===== src/rtl/la_rle_trace_packer_if.sv =====
// rtl/la_rle_trace_packer_if.sv - AXI-Stream record bus carrying {repeat_count, signals} trace records
interface la_rle_trace_packer_if #(
  parameter int pDATA_W = 32
);
  localparam int BW = (pDATA_W + 7) / 8;

  logic [pDATA_W-1:0] tdata;
  logic [BW-1:0]      tstrb;
  logic [BW-1:0]      tkeep;
  logic [1:0]         tuser;
  logic               tlast;
  logic               tvalid;
  logic               tready;

  modport master (output tdata, tstrb, tkeep, tuser, tlast, tvalid, input tready);
  modport slave  (input tdata, tstrb, tkeep, tuser, tlast, tvalid, output tready);
endinterface


===== src/rtl/la_rle_trace_packer.sv =====
// rtl/la_rle_trace_packer.sv - masked probe RLE encoder with record FIFO and AXI-Stream output
// Optional LA_DROP_COUNT_EN: overflow marker carries a saturating count of dropped records.
module la_rle_trace_packer #(
  parameter int pSIG_WIDTH = 24,
  parameter int pRC_WIDTH  = 8,
  parameter int pFIFO_AW   = 6
) (
  input  logic                  axi_clk,
  input  logic                  axi_reset_n,
  input  logic                  la_en,
  input  logic                  soft_clr,
  input  logic [pSIG_WIDTH-1:0] la_mask,
  input  logic [pFIFO_AW:0]     hi_thresh,
  input  logic [pFIFO_AW:0]     lo_thresh,
  input  logic [pSIG_WIDTH-1:0] up_la_data,
  la_rle_trace_packer_if.master m,
  output logic                  la_hpri_req,
  output logic [pFIFO_AW:0]     fifo_count
);
  localparam int DW    = pRC_WIDTH + pSIG_WIDTH;
  localparam int EW    = DW + 2;
  localparam int DEPTH = 1 << pFIFO_AW;
  localparam logic [pRC_WIDTH-1:0] RCMAX = '1;

  typedef enum logic [1:0] {IDLE, RUN, FLUSH} state_t;

  state_t                state_q, state_d;
  logic [pSIG_WIDTH-1:0] cur_sig_q, cur_sig_d;
  logic [pRC_WIDTH-1:0]  cur_rc_q, cur_rc_d;
  logic                  ovf_q, ovf_d;
  logic                  hpri_q, hpri_d;
  logic [pFIFO_AW:0]     wr_ptr_q, wr_ptr_d;
  logic [pFIFO_AW:0]     rd_ptr_q, rd_ptr_d;
  logic [EW-1:0]         mem_q [DEPTH];

  logic [pSIG_WIDTH-1:0] s;
  logic [pSIG_WIDTH-1:0] marker_sig;
  logic [pFIFO_AW:0]     count;
  logic                  full, empty, pop, space;
  logic                  emit, emit_last, marker_wr, wr_en, drop;
  logic [DW-1:0]         emit_data;
  logic [EW-1:0]         wr_entry, rd_entry;

  assign s     = up_la_data & la_mask;
  assign count = wr_ptr_q - rd_ptr_q;
  assign full  = (count == (pFIFO_AW+1)'(DEPTH));
  assign empty = (count == '0);
  assign pop   = !empty && m.tready;
  // A pop in the same cycle frees the slot, so a full FIFO still accepts a write.
  assign space = !full || pop;

  // Entry layout: {tlast, overflow marker, rc, sig}
  assign rd_entry   = mem_q[rd_ptr_q[pFIFO_AW-1:0]];
  assign m.tvalid   = !empty;
  assign m.tdata    = empty ? '0 : rd_entry[DW-1:0];
  assign m.tuser    = {1'b0, !empty && rd_entry[DW]};
  assign m.tlast    = !empty && rd_entry[DW+1];
  assign m.tstrb    = '1;
  assign m.tkeep    = '1;
  assign la_hpri_req = hpri_q;
  assign fifo_count  = count;

  always_comb begin
    state_d   = state_q;
    cur_sig_d = cur_sig_q;
    cur_rc_d  = cur_rc_q;
    emit      = 1'b0;
    emit_last = 1'b0;
    emit_data = {cur_rc_q, cur_sig_q};
    case (state_q)
      IDLE: begin
        if (la_en) begin
          state_d   = RUN;
          cur_sig_d = s;
          cur_rc_d  = pRC_WIDTH'(1);
        end
      end
      RUN: begin
        if (!la_en) begin
          state_d = FLUSH;
        end else if (s == cur_sig_q && cur_rc_q != RCMAX) begin
          cur_rc_d = cur_rc_q + pRC_WIDTH'(1);
        end else begin
          emit      = 1'b1;
          cur_sig_d = s;
          cur_rc_d  = pRC_WIDTH'(1);
        end
      end
      FLUSH: begin
        // A pending marker goes out first; the final run follows on a later cycle.
        if (!ovf_q && space) begin
          emit      = 1'b1;
          emit_last = 1'b1;
          state_d   = IDLE;
        end
      end
      default: state_d = IDLE;
    endcase

    marker_wr = ovf_q && space;
    drop      = emit && (!space || marker_wr);
    wr_en     = marker_wr || (emit && space);
    ovf_d     = (ovf_q && !marker_wr) || drop;
    wr_entry  = marker_wr ? {1'b0, 1'b1, {pRC_WIDTH{1'b0}}, marker_sig}
                          : {emit_last, 1'b0, emit_data};
    wr_ptr_d  = wr_en ? wr_ptr_q + 1'b1 : wr_ptr_q;
    rd_ptr_d  = pop ? rd_ptr_q + 1'b1 : rd_ptr_q;

    if (count >= hi_thresh)      hpri_d = 1'b1;
    else if (count <= lo_thresh) hpri_d = 1'b0;
    else                         hpri_d = hpri_q;

    if (soft_clr) begin
      state_d   = IDLE;
      cur_sig_d = '0;
      cur_rc_d  = '0;
      ovf_d     = 1'b0;
      wr_en     = 1'b0;
      wr_ptr_d  = '0;
      rd_ptr_d  = '0;
      hpri_d    = 1'b0;
    end
  end

`ifdef LA_DROP_COUNT_EN
  logic [pSIG_WIDTH-1:0] drop_cnt_q, drop_cnt_d;

  always_comb begin
    drop_cnt_d = drop_cnt_q;
    if (soft_clr)
      drop_cnt_d = '0;
    else if (marker_wr)
      drop_cnt_d = pSIG_WIDTH'(drop);
    else if (drop && drop_cnt_q != '1)
      drop_cnt_d = drop_cnt_q + pSIG_WIDTH'(1);
  end

  always_ff @(posedge axi_clk or negedge axi_reset_n) begin
    if (!axi_reset_n) drop_cnt_q <= '0;
    else              drop_cnt_q <= drop_cnt_d;
  end

  assign marker_sig = drop_cnt_q;
`else
  assign marker_sig = '0;
`endif

  always_ff @(posedge axi_clk or negedge axi_reset_n) begin
    if (!axi_reset_n) begin
      state_q   <= IDLE;
      cur_sig_q <= '0;
      cur_rc_q  <= '0;
      ovf_q     <= 1'b0;
      hpri_q    <= 1'b0;
      wr_ptr_q  <= '0;
      rd_ptr_q  <= '0;
    end else begin
      state_q   <= state_d;
      cur_sig_q <= cur_sig_d;
      cur_rc_q  <= cur_rc_d;
      ovf_q     <= ovf_d;
      hpri_q    <= hpri_d;
      wr_ptr_q  <= wr_ptr_d;
      rd_ptr_q  <= rd_ptr_d;
    end
  end

  always_ff @(posedge axi_clk) begin
    if (wr_en) mem_q[wr_ptr_q[pFIFO_AW-1:0]] <= wr_entry;
  end
endmodule


===== src/flat_wrapper.sv =====
// flat-port wrapper written by rule: the top's interface ports become plain ports
module la_rle_trace_packer_flat 
#(
  parameter int pSIG_WIDTH = 24,
  parameter int pRC_WIDTH  = 8,
  parameter int pFIFO_AW   = 6
)
  (axi_clk, axi_reset_n, la_en, soft_clr, la_mask, hi_thresh, lo_thresh, up_la_data, la_hpri_req, fifo_count, m_tdata, m_tstrb, m_tkeep, m_tuser, m_tlast, m_tvalid, m_tready);
  la_rle_trace_packer_if m_i ();
  input  logic axi_clk;
  input  logic axi_reset_n;
  input  logic la_en;
  input  logic soft_clr;
  input  logic [pSIG_WIDTH-1:0] la_mask;
  input  logic [pFIFO_AW:0] hi_thresh;
  input  logic [pFIFO_AW:0] lo_thresh;
  input  logic [pSIG_WIDTH-1:0] up_la_data;
  output logic la_hpri_req;
  output logic [pFIFO_AW:0] fifo_count;
  output wire logic [$bits(m_i.tdata)-1:0] m_tdata;
  output wire logic [$bits(m_i.tstrb)-1:0] m_tstrb;
  output wire logic [$bits(m_i.tkeep)-1:0] m_tkeep;
  output wire logic [$bits(m_i.tuser)-1:0] m_tuser;
  output wire logic [$bits(m_i.tlast)-1:0] m_tlast;
  output wire logic [$bits(m_i.tvalid)-1:0] m_tvalid;
  input wire logic [$bits(m_i.tready)-1:0] m_tready;
  assign m_tdata = m_i.tdata;
  assign m_tstrb = m_i.tstrb;
  assign m_tkeep = m_i.tkeep;
  assign m_tuser = m_i.tuser;
  assign m_tlast = m_i.tlast;
  assign m_tvalid = m_i.tvalid;
  assign m_i.tready = m_tready;
  la_rle_trace_packer #(.pSIG_WIDTH(pSIG_WIDTH), .pRC_WIDTH(pRC_WIDTH), .pFIFO_AW(pFIFO_AW)) u_core (.axi_clk(axi_clk), .axi_reset_n(axi_reset_n), .la_en(la_en), .soft_clr(soft_clr), .la_mask(la_mask), .hi_thresh(hi_thresh), .lo_thresh(lo_thresh), .up_la_data(up_la_data), .m(m_i), .la_hpri_req(la_hpri_req), .fifo_count(fifo_count));
endmodule

===== config.mk =====
export PLATFORM = sky130hd
export DESIGN_NAME = la_rle_trace_packer_flat
export DESIGN_NICKNAME = d
export VERILOG_FILES = /design/src/rtl/la_rle_trace_packer_if.sv /design/src/rtl/la_rle_trace_packer.sv /design/src/flat_wrapper.sv
export SDC_FILE = /design/constraint.sdc
export NUM_CORES = 2
export LEC_CHECK = 0
export ABC_CLOCK_PERIOD_IN_PS = 8500
export BUFFER_PORTS_ARGS = -buffer_cell sky130_fd_sc_hd__buf_2
export CAP_MARGIN = 0
export CORE_UTILIZATION = 35
export DETAILED_ROUTE_END_ITERATION = 16
export GPL_TIMING_DRIVEN = 0
export PLACE_DENSITY = 0.58
export REMOVE_ABC_BUFFERS = 1
export SLEW_MARGIN = 10
export SYNTH_ARGS = -nofsm -noshare
export SYNTH_HDL_FRONTEND = slang
export SYNTH_SLANG_ARGS = --single-unit

===== constraint.sdc =====
create_clock -name axi_clk -period 8.5 [get_ports axi_clk]
set_clock_uncertainty 0.05 [all_clocks]
set_input_delay 0.425 -clock axi_clk [delete_from_list [all_inputs] [get_ports axi_clk]]
set_output_delay 0.425 -clock axi_clk [all_outputs]
set_load 0.01 [all_outputs]

Word level (Yosys, flattened, before mapping)

Memory sizes are Yosys's and may differ from the RTL's.
Cells that the tools add are included.

Flip-flop bits (word level): 50
Bits in latches: 0
RAM bits: 2,176
Memory bits (read-only): 0
Bits of input ports: 67
Output and inout port bits: 52
Logic and storage cells: 85
Memories: 1

$add $sub $neg: 4
Multipliers: 0
Div/mod/pow operators: 0
$lt $le $gt $ge: 2
Eq/ne operators: 10
Shift-type cells: 0
Mux-type cells: 33
Bitwise gates (word level): 1
Reduce and logical (&&, ||, !) cells: 27

Memories:

| memory       | depth | width | read ports | clocked after memory_dff | wr ports | RTL line                  | source |
|---|---|---|---|---|---|---|---|
| u_core.mem_q | 64    | 34    | 1          | 0                        | 1        | la_rle_trace_packer.sv:34 | `logic [EW-1:0] mem_q [DEPTH];` |

Operators with widths:

| operator            | count |
|---|---|
| $mux 24             | 4 |
| $pmux 24 s2         | 1 |
| $mux 34             | 1 |
| $mux 32             | 1 |
| $mux 8              | 4 |
| $mux 7              | 4 |
| $and 24x24->24      | 1 |
| $eq 24x24->1        | 1 |
| $pmux 8 s2          | 1 |
| $add 7x1->7 const B | 2 |
| $ne 3x3->1 const B  | 4 |
| $mux 1              | 11 |
| $logic_and 1x1->1   | 9 |
| $add 8x1->8 const B | 1 |
| $mux 2              | 4 |
| $ne 8x8->1 const B  | 1 |
| $eq 7x7->1 const B  | 1 |
| $ge 7x7->1          | 1 |
| $le 7x7->1          | 1 |
| $logic_not 7->1     | 1 |
| $sub 7x7->7         | 1 |
| $pmux 2 s3          | 1 |
| $reduce_and 3->1    | 2 |
| $reduce_bool 3->1   | 2 |
| 9 further kinds     | 17 |

Depth between registers and ports, before layout

Word-level depth: 13
Depth in mapped cells: 16

Worst setup path after synthesis

No wires, ideal clock.

Path kind: register to register
Start: register u_core.rd_ptr_q[1]
End: memory u_core.mem_q[0][0] in the netlist's numbering (enable)
Setup time: 0.522 ns
Arrival time: 6.870 ns
Setup slack: 1.058 ns
Cell stages (with the launch flop): 14
Path buffers: 4
Period minus slack after synthesis: 7.442 ns
Cell sequence: dfrtp_1 buf_2 clkbuf_1 clkbuf_1 clkinv_1 fa_1 a211oi_1 nor2_1 xnor2_1 or4b_1 buf_2 or3_4 nand3_1 nor4b_1

Longest elaborated chain between the ends: 13
Elaborated cells between the ends (all ways): 16
Classes of those cells: add/sub: 1; eq/ne: 1; mux: 5; reduce/logical: 9

Ends and longest elaborated chain:

| item                             | RTL line                   | source |
|---|---|---|
| start: declaration               | la_rle_trace_packer.sv:33  | `logic [pFIFO_AW:0] rd_ptr_q, rd_ptr_d;` |
| start signal: assignment         | la_rle_trace_packer.sv:164 | `rd_ptr_q <= rd_ptr_d;` |
| $sub 7x7->7 (*)                  | la_rle_trace_packer.sv:45  | `assign count = wr_ptr_q - rd_ptr_q;` |
| net fifo_count[4]                | flat_wrapper.sv:19         | `output logic [pFIFO_AW:0] fifo_count;` |
| $logic_not 7->1                  | la_rle_trace_packer.sv:47  | `assign empty = (count == '0);` |
| $logic_not 1->1                  | la_rle_trace_packer.sv:48  | `assign pop = !empty && m.tready;` |
| $logic_and 1x1->1                | la_rle_trace_packer.sv:48  |  |
| $logic_or 1x1->1 (*)             | la_rle_trace_packer.sv:50  | `assign space = !full \|\| pop;` |
| $logic_and 1x1->1                | la_rle_trace_packer.sv:91  | `if (!ovf_q && space) begin` |
| $mux 1                           | la_rle_trace_packer.sv:91  |  |
| $pmux 1 s2                       | la_rle_trace_packer.sv:70  | `case (state_q)` |
| $logic_and 1x1->1                | la_rle_trace_packer.sv:102 | `wr_en = marker_wr \|\| (emit && space);` |
| $logic_or 1x1->1 (*)             | la_rle_trace_packer.sv:102 |  |
| $mux 1 (*)                       | la_rle_trace_packer.sv:113 | `if (soft_clr) begin` |
| $mux 1 (*)                       | la_rle_trace_packer.sv:169 | `if (wr_en) mem_q[wr_ptr_q[pFIFO_AW-1:0]] <= wr_entry;` |
| $mux 1 (not written as such) (*) | la_rle_trace_packer.sv:169 |  |
| end: declaration                 | la_rle_trace_packer.sv:34  |  |

Mark *: on every way through the listed nets, which the timed path passes. The rest lies on a longest branch.

Worst setup path in the final report

Start: register u_core.rd_ptr_q[1]
End: memory u_core.mem_q[27][10] in the netlist's numbering (enable)

Longest elaborated chain between the ends: 13
Elaborated cells between the ends (all ways): 16
Classes of those cells: add/sub: 1; eq/ne: 1; mux: 5; reduce/logical: 9

Ends and longest elaborated chain:

| item                             | RTL line |
|---|---|
| $sub 7x7->7 (*)                  | la_rle_trace_packer.sv:45 |
| $logic_not 7->1                  | la_rle_trace_packer.sv:47 |
| $logic_not 1->1                  | la_rle_trace_packer.sv:48 |
| $logic_and 1x1->1                | la_rle_trace_packer.sv:48 |
| $logic_or 1x1->1 (*)             | la_rle_trace_packer.sv:50 |
| $logic_and 1x1->1                | la_rle_trace_packer.sv:91 |
| $mux 1                           | la_rle_trace_packer.sv:91 |
| $pmux 1 s2                       | la_rle_trace_packer.sv:70 |
| $logic_and 1x1->1                | la_rle_trace_packer.sv:102 |
| $logic_or 1x1->1 (*)             | la_rle_trace_packer.sv:102 |
| $mux 1 (*)                       | la_rle_trace_packer.sv:113 |
| $mux 1 (*)                       | la_rle_trace_packer.sv:169 |
| $mux 1 (not written as such) (*) | la_rle_trace_packer.sv:169 |

Mark *: on every way between the ends. The rest lies on a longest branch, timed or not.

==> summary.md <==
| Metric | Value |
|---|---|
| Number of global-route vias before repair | `43210` |
| Final nets | `4392` |
| Post-Layout Inst Area | `0.1034 sq mm` |
| Critical path startpoint category | `register` |
| Number of instances in the synthesized netlist | `3784` |
| Placeable Area | `0.2462 sq mm` |
| Remaining global-route overflow | `0` |
| Total standard cell area after synthesis | `0.08682 sq mm` |
| Highest attainable clock frequency | `142.2 MHz` |
| Setup violation total in the final timing report | `0` |
| Status | `complete, no violations` |
| Placed standard-cell area | `0.09630 sq mm` |
| Hold WC Path Type | `in -> reg` |
| Horizontal extent of the die | `500.1 um` |
| DPL Wire Length | `153300 um` |
| Clock period minus final worst setup slack | `7.031 ns` |
| Clock Sink Count | `2226` |
| Kind of critical path | `reg -> reg` |
| Number of buffers added on ports | `109` |
| Number of resized instances in the post-cts repair step | `0` |
| Setup repair after global routing missed its margin | `false` |
| Average wire per standard cell | `29.90 um` |
| Starting Density | `35.27%` |
| Async set-or-reset flop fraction in the synthesized netlist | `2.246%` |
| Final antenna-violating net count | `0` |
| Num ports | `119` |
| Clock Tree Root | `sky130_fd_sc_hd__clkbuf_16` |
| Count of vias placed by the detailed router | `42480` |
| Primary flip-flop cell chosen by synthesis mapping | `sky130_fd_sc_hd__edfxtp_1` |
| Number of CTS-inserted buffers | `220` |
| Max-cap viol count | `0` |
| Area of combinational cells with multiple inputs | `0.01967 sq mm` |
| Slew Limit Headroom | `25.91%` |
| Pin slew with the least headroom to its limit | `1.109 ns` |
| Number of DRC violations after detailed-routing iteration 0 | `5287` |
| CP required | `8.98 ns` |
| Final critical-path share of the clock period | `82.72%` |
| Worst-path maximum fanout | `38` |
| Peak VDD IR | `0.2424 mV` |
| Count of pins over their slew limit | `0` |
| Number of H-tree levels | `4` |
| Critical path capture point type | `register` |
| Minimum hold slack | `0.06492 ns` |
| Post-CTS setup-driven buffer insertion count | `0` |
| Residual DRC | `0` |
| Global placer's final weighted congestion | `0.7691` |
| CTS tree | `yes` |
| Share of final-layout standard cells stronger than drive strength 1 | `34.73%` |
| Total global routing track utilization | `18.53%` |
| Wire length of the first global-routing pass | `327800 um` |
| Data arrival time of the critical path | `7.51 ns` |
| Number of optimization iterations in the first detailed-route pass | `5` |
| Largest net degree at the start of global routing | `57` |
| Number of failing hold endpoints at the final stage | `0` |
| Power per cell area | `251.0 mW/mm^2` |
| Area growth, synth to finish | `19.09%` |
| Number of antenna violations at the first check in global routing | `8` |
| Post-synthesis average cell area | `22.94 sq um` |
| FF-to-FF setup slack | `1.47 ns` |
| Clock slew at reported path FFs | `0.06 ns` |
| Synthesis warning total | `0` |
| Number of synthesized register bits | `2226` |
| Routed wire length | `232700 um` |
| Post-synth EDFFs | `2176` |
| Post-cts hold buffer count | `48` |
| Register area | `0.06662 sq mm` |
| Setup TNS after final layout | `0 ns` |
| Total die area | `0.2501 sq mm` |
| Number of buffers between clock root and the deepest sink | `3` |
| Library cells used by synthesis | `64` |
| Leakage power of the design | `32.84 nW` |
| Via count normalized by instance count | `5.458` |
| Seq/Total Area, Yosys | `76.70%` |
| Number of rows created at floorplan | `182` |
| Latest clock arrival within the worst-skew pair | `0.84 ns` |
| Height of the die | `500.1 um` |
| Fill count | `21030` |
path summary, 6_finish.rpt:
path,start,to,cells after the start
max,u_core.rd_ptr_q[1],u_core.mem_q[27][10],14
min reg2reg,u_core.cur_sig_q[19],u_core.cur_sig_q[19],1
max reg2reg,u_core.rd_ptr_q[1],u_core.mem_q[27][10],14
max in group asynchronous,axi_reset_n,u_core.rd_ptr_q[4],2
min,la_mask[18],u_core.cur_sig_q[18],4
min in group asynchronous,axi_reset_n,u_core.cur_sig_q[8],2
routing by layer:
| layer | share of wire (%) | wire length [um] | global-route usage, % |
|---|---|---|---|
| met5 | 0 | 0 | 0 |
| met4 | 2.4 | 5658 | 4.858 |
| met3 | 7.7 | 17830 | 2.996 |
| met2 | 48 | 112000 | 29.62 |
| met1 | 42 | 97210 | 26.34 |
power by group:
group          total [W]  switching (W)  internal [W]
Combinational    0.00463        0.00231       0.00232
Sequential        0.0122      0.0000828        0.0121
Clock            0.00910        0.00401       0.00509
registers in the layout (all words and copies together), names as in the netlist:
name / flops
u_core.mem_q: 2176
u_core.rd_ptr_q: 7
u_core.cur_rc_q: 8
u_core.ovf_q: 1
u_core.wr_ptr_q: 7
u_core.cur_sig_q: 24
u_core.state_q: 2
u_core.la_hpri_req: 1
logic make-up (layout without fill, tap and decap cells):
kind of cell / after synthesis / after routing / share of synthesized area (%)
AOI/OAI and AO/OA: 136 / 136 / 1.087
other: 2 / 11 / 0.008650
DFF: 2226 / 2226 / 76.70
and+or+nand+nor: 392 / 392 / 2.169
buffers and inverters: 248 / 926 / 1.239
xor gates and xnor gates: 16 / 16 / 0.1614
adders and majority gates: 29 / 29 / 0.4237
muxes: 735 / 735 / 18.21
synthesized netlist by cell type (2+ instances only):
cell type | count | area, sq um
sky130_fd_sc_hd__and2_1 | 33 | 206.5
sky130_fd_sc_hd__xor2_1 | 7 | 61.31
sky130_fd_sc_hd__a41oi_1 | 2 | 17.52
sky130_fd_sc_hd__nor4_1 | 14 | 87.58
sky130_fd_sc_hd__a31o_2 | 5 | 43.79
sky130_fd_sc_hd__o211ai_1 | 2 | 15.01
sky130_fd_sc_hd__clkinv_1 | 2 | 7.510
sky130_fd_sc_hd__mux4_2 | 673 | 15160
sky130_fd_sc_hd__and3_1 | 53 | 331.6
sky130_fd_sc_hd__o21ai_0 | 10 | 50.05
sky130_fd_sc_hd__o22ai_1 | 8 | 50.05
sky130_fd_sc_hd__or2_2 | 3 | 18.77
sky130_fd_sc_hd__buf_1 | 22 | 82.58
sky130_fd_sc_hd__nor2_1 | 89 | 334.1
sky130_fd_sc_hd__or4_1 | 3 | 22.52
sky130_fd_sc_hd__edfxtp_1 | 2176 | 65340
sky130_fd_sc_hd__nand4_1 | 6 | 37.54
sky130_fd_sc_hd__ha_1 | 27 | 337.8
sky130_fd_sc_hd__a211oi_1 | 40 | 300.3
sky130_fd_sc_hd__inv_2 | 2 | 7.510
sky130_fd_sc_hd__clkbuf_1 | 104 | 390.4
sky130_fd_sc_hd__mux2_2 | 25 | 281.5
sky130_fd_sc_hd__o2111ai_1 | 2 | 17.52
sky130_fd_sc_hd__or3_1 | 2 | 12.51
sky130_fd_sc_hd__o41ai_1 | 5 | 43.79
sky130_fd_sc_hd__nand2_1 | 131 | 491.7
sky130_fd_sc_hd__clkbuf_2 | 2 | 10.01
sky130_fd_sc_hd__inv_1 | 29 | 108.9
sky130_fd_sc_hd__dfrtp_1 | 50 | 1251
sky130_fd_sc_hd__nand3_1 | 19 | 95.09
sky130_fd_sc_hd__nand2b_1 | 5 | 31.28
sky130_fd_sc_hd__a21oi_1 | 34 | 170.2
sky130_fd_sc_hd__mux2i_1 | 37 | 370.4
sky130_fd_sc_hd__buf_2 | 75 | 375.4
sky130_fd_sc_hd__o21a_1 | 3 | 22.52
sky130_fd_sc_hd__xnor2_1 | 9 | 78.83
sky130_fd_sc_hd__buf_4 | 11 | 82.58
sky130_fd_sc_hd__nor2b_1 | 7 | 43.79
sky130_fd_sc_hd__conb_1 | 2 | 7.510
sky130_fd_sc_hd__o31ai_1 | 4 | 30.03
sky130_fd_sc_hd__a311oi_1 | 8 | 70.07
sky130_fd_sc_hd__nor3_1 | 19 | 95.09
sky130_fd_sc_hd__a31oi_1 | 3 | 18.77
stage by stage:
step / power (W) / std cells / util [%] / setup slack [ns]
global placement: 0.01646 / 6997 / 36.80 / -36.42
global route: 0.02677 / 7782 / 42.00 / 1.235
CTS: 0.02619 / 7781 / 42.00 / 1.456
finish: 0.02595 / 7783 / 42.00 / 1.469
floorplan: 0.01610 / 3576 / - / -18.73
detailed placement: 0.01716 / 7339 / 39.12 / 1.622
critical path, cell delays in order, from the launching register on:
cell and delay (ns):
sky130_fd_sc_hd__dfrtp_4 0.84, sky130_fd_sc_hd__buf_16 0.31, sky130_fd_sc_hd__clkinv_1 0.71, sky130_fd_sc_hd__fa_1 0.74
sky130_fd_sc_hd__a211oi_1 0.31, sky130_fd_sc_hd__nor2_1 0.11, sky130_fd_sc_hd__xnor2_1 0.43, sky130_fd_sc_hd__or4b_1 0.41
sky130_fd_sc_hd__or3_4 0.29, sky130_fd_sc_hd__nand2_1 0.62, sky130_fd_sc_hd__nor4_2 0.87, sky130_fd_sc_hd__buf_2 0.30
sky130_fd_sc_hd__buf_2 0.23, sky130_fd_sc_hd__buf_2 0.26, sky130_fd_sc_hd__buf_4 0.21
placed cells by master (no fill, tap or decap), drive strengths merged, types with 14 or more instances in the layout:
master       instances
a211oi              40
a21oi               34
and2                33
and3                53
buf                451
clkbuf             294
clkinv              83
dfrtp               50
dlygate4sd3         48
edfxtp            2176
ha                  27
inv                 37
mux2                25
mux2i               37
mux4               673
nand2              131
nand3               19
nor2                89
nor3                20
nor4                14
layout make-up:
cell class	instances	share of cell area, %
clock buffer	294	5.726
multi-input combinational	1317	19.03
timing repair buffer	499	6.004
antenna	2	0.004840
tap	3312	4.008
sequential	2226	64.43
clock inverter	100	0.6668
inverter	33	0.1367
Power figures use the tool's default switching activity.
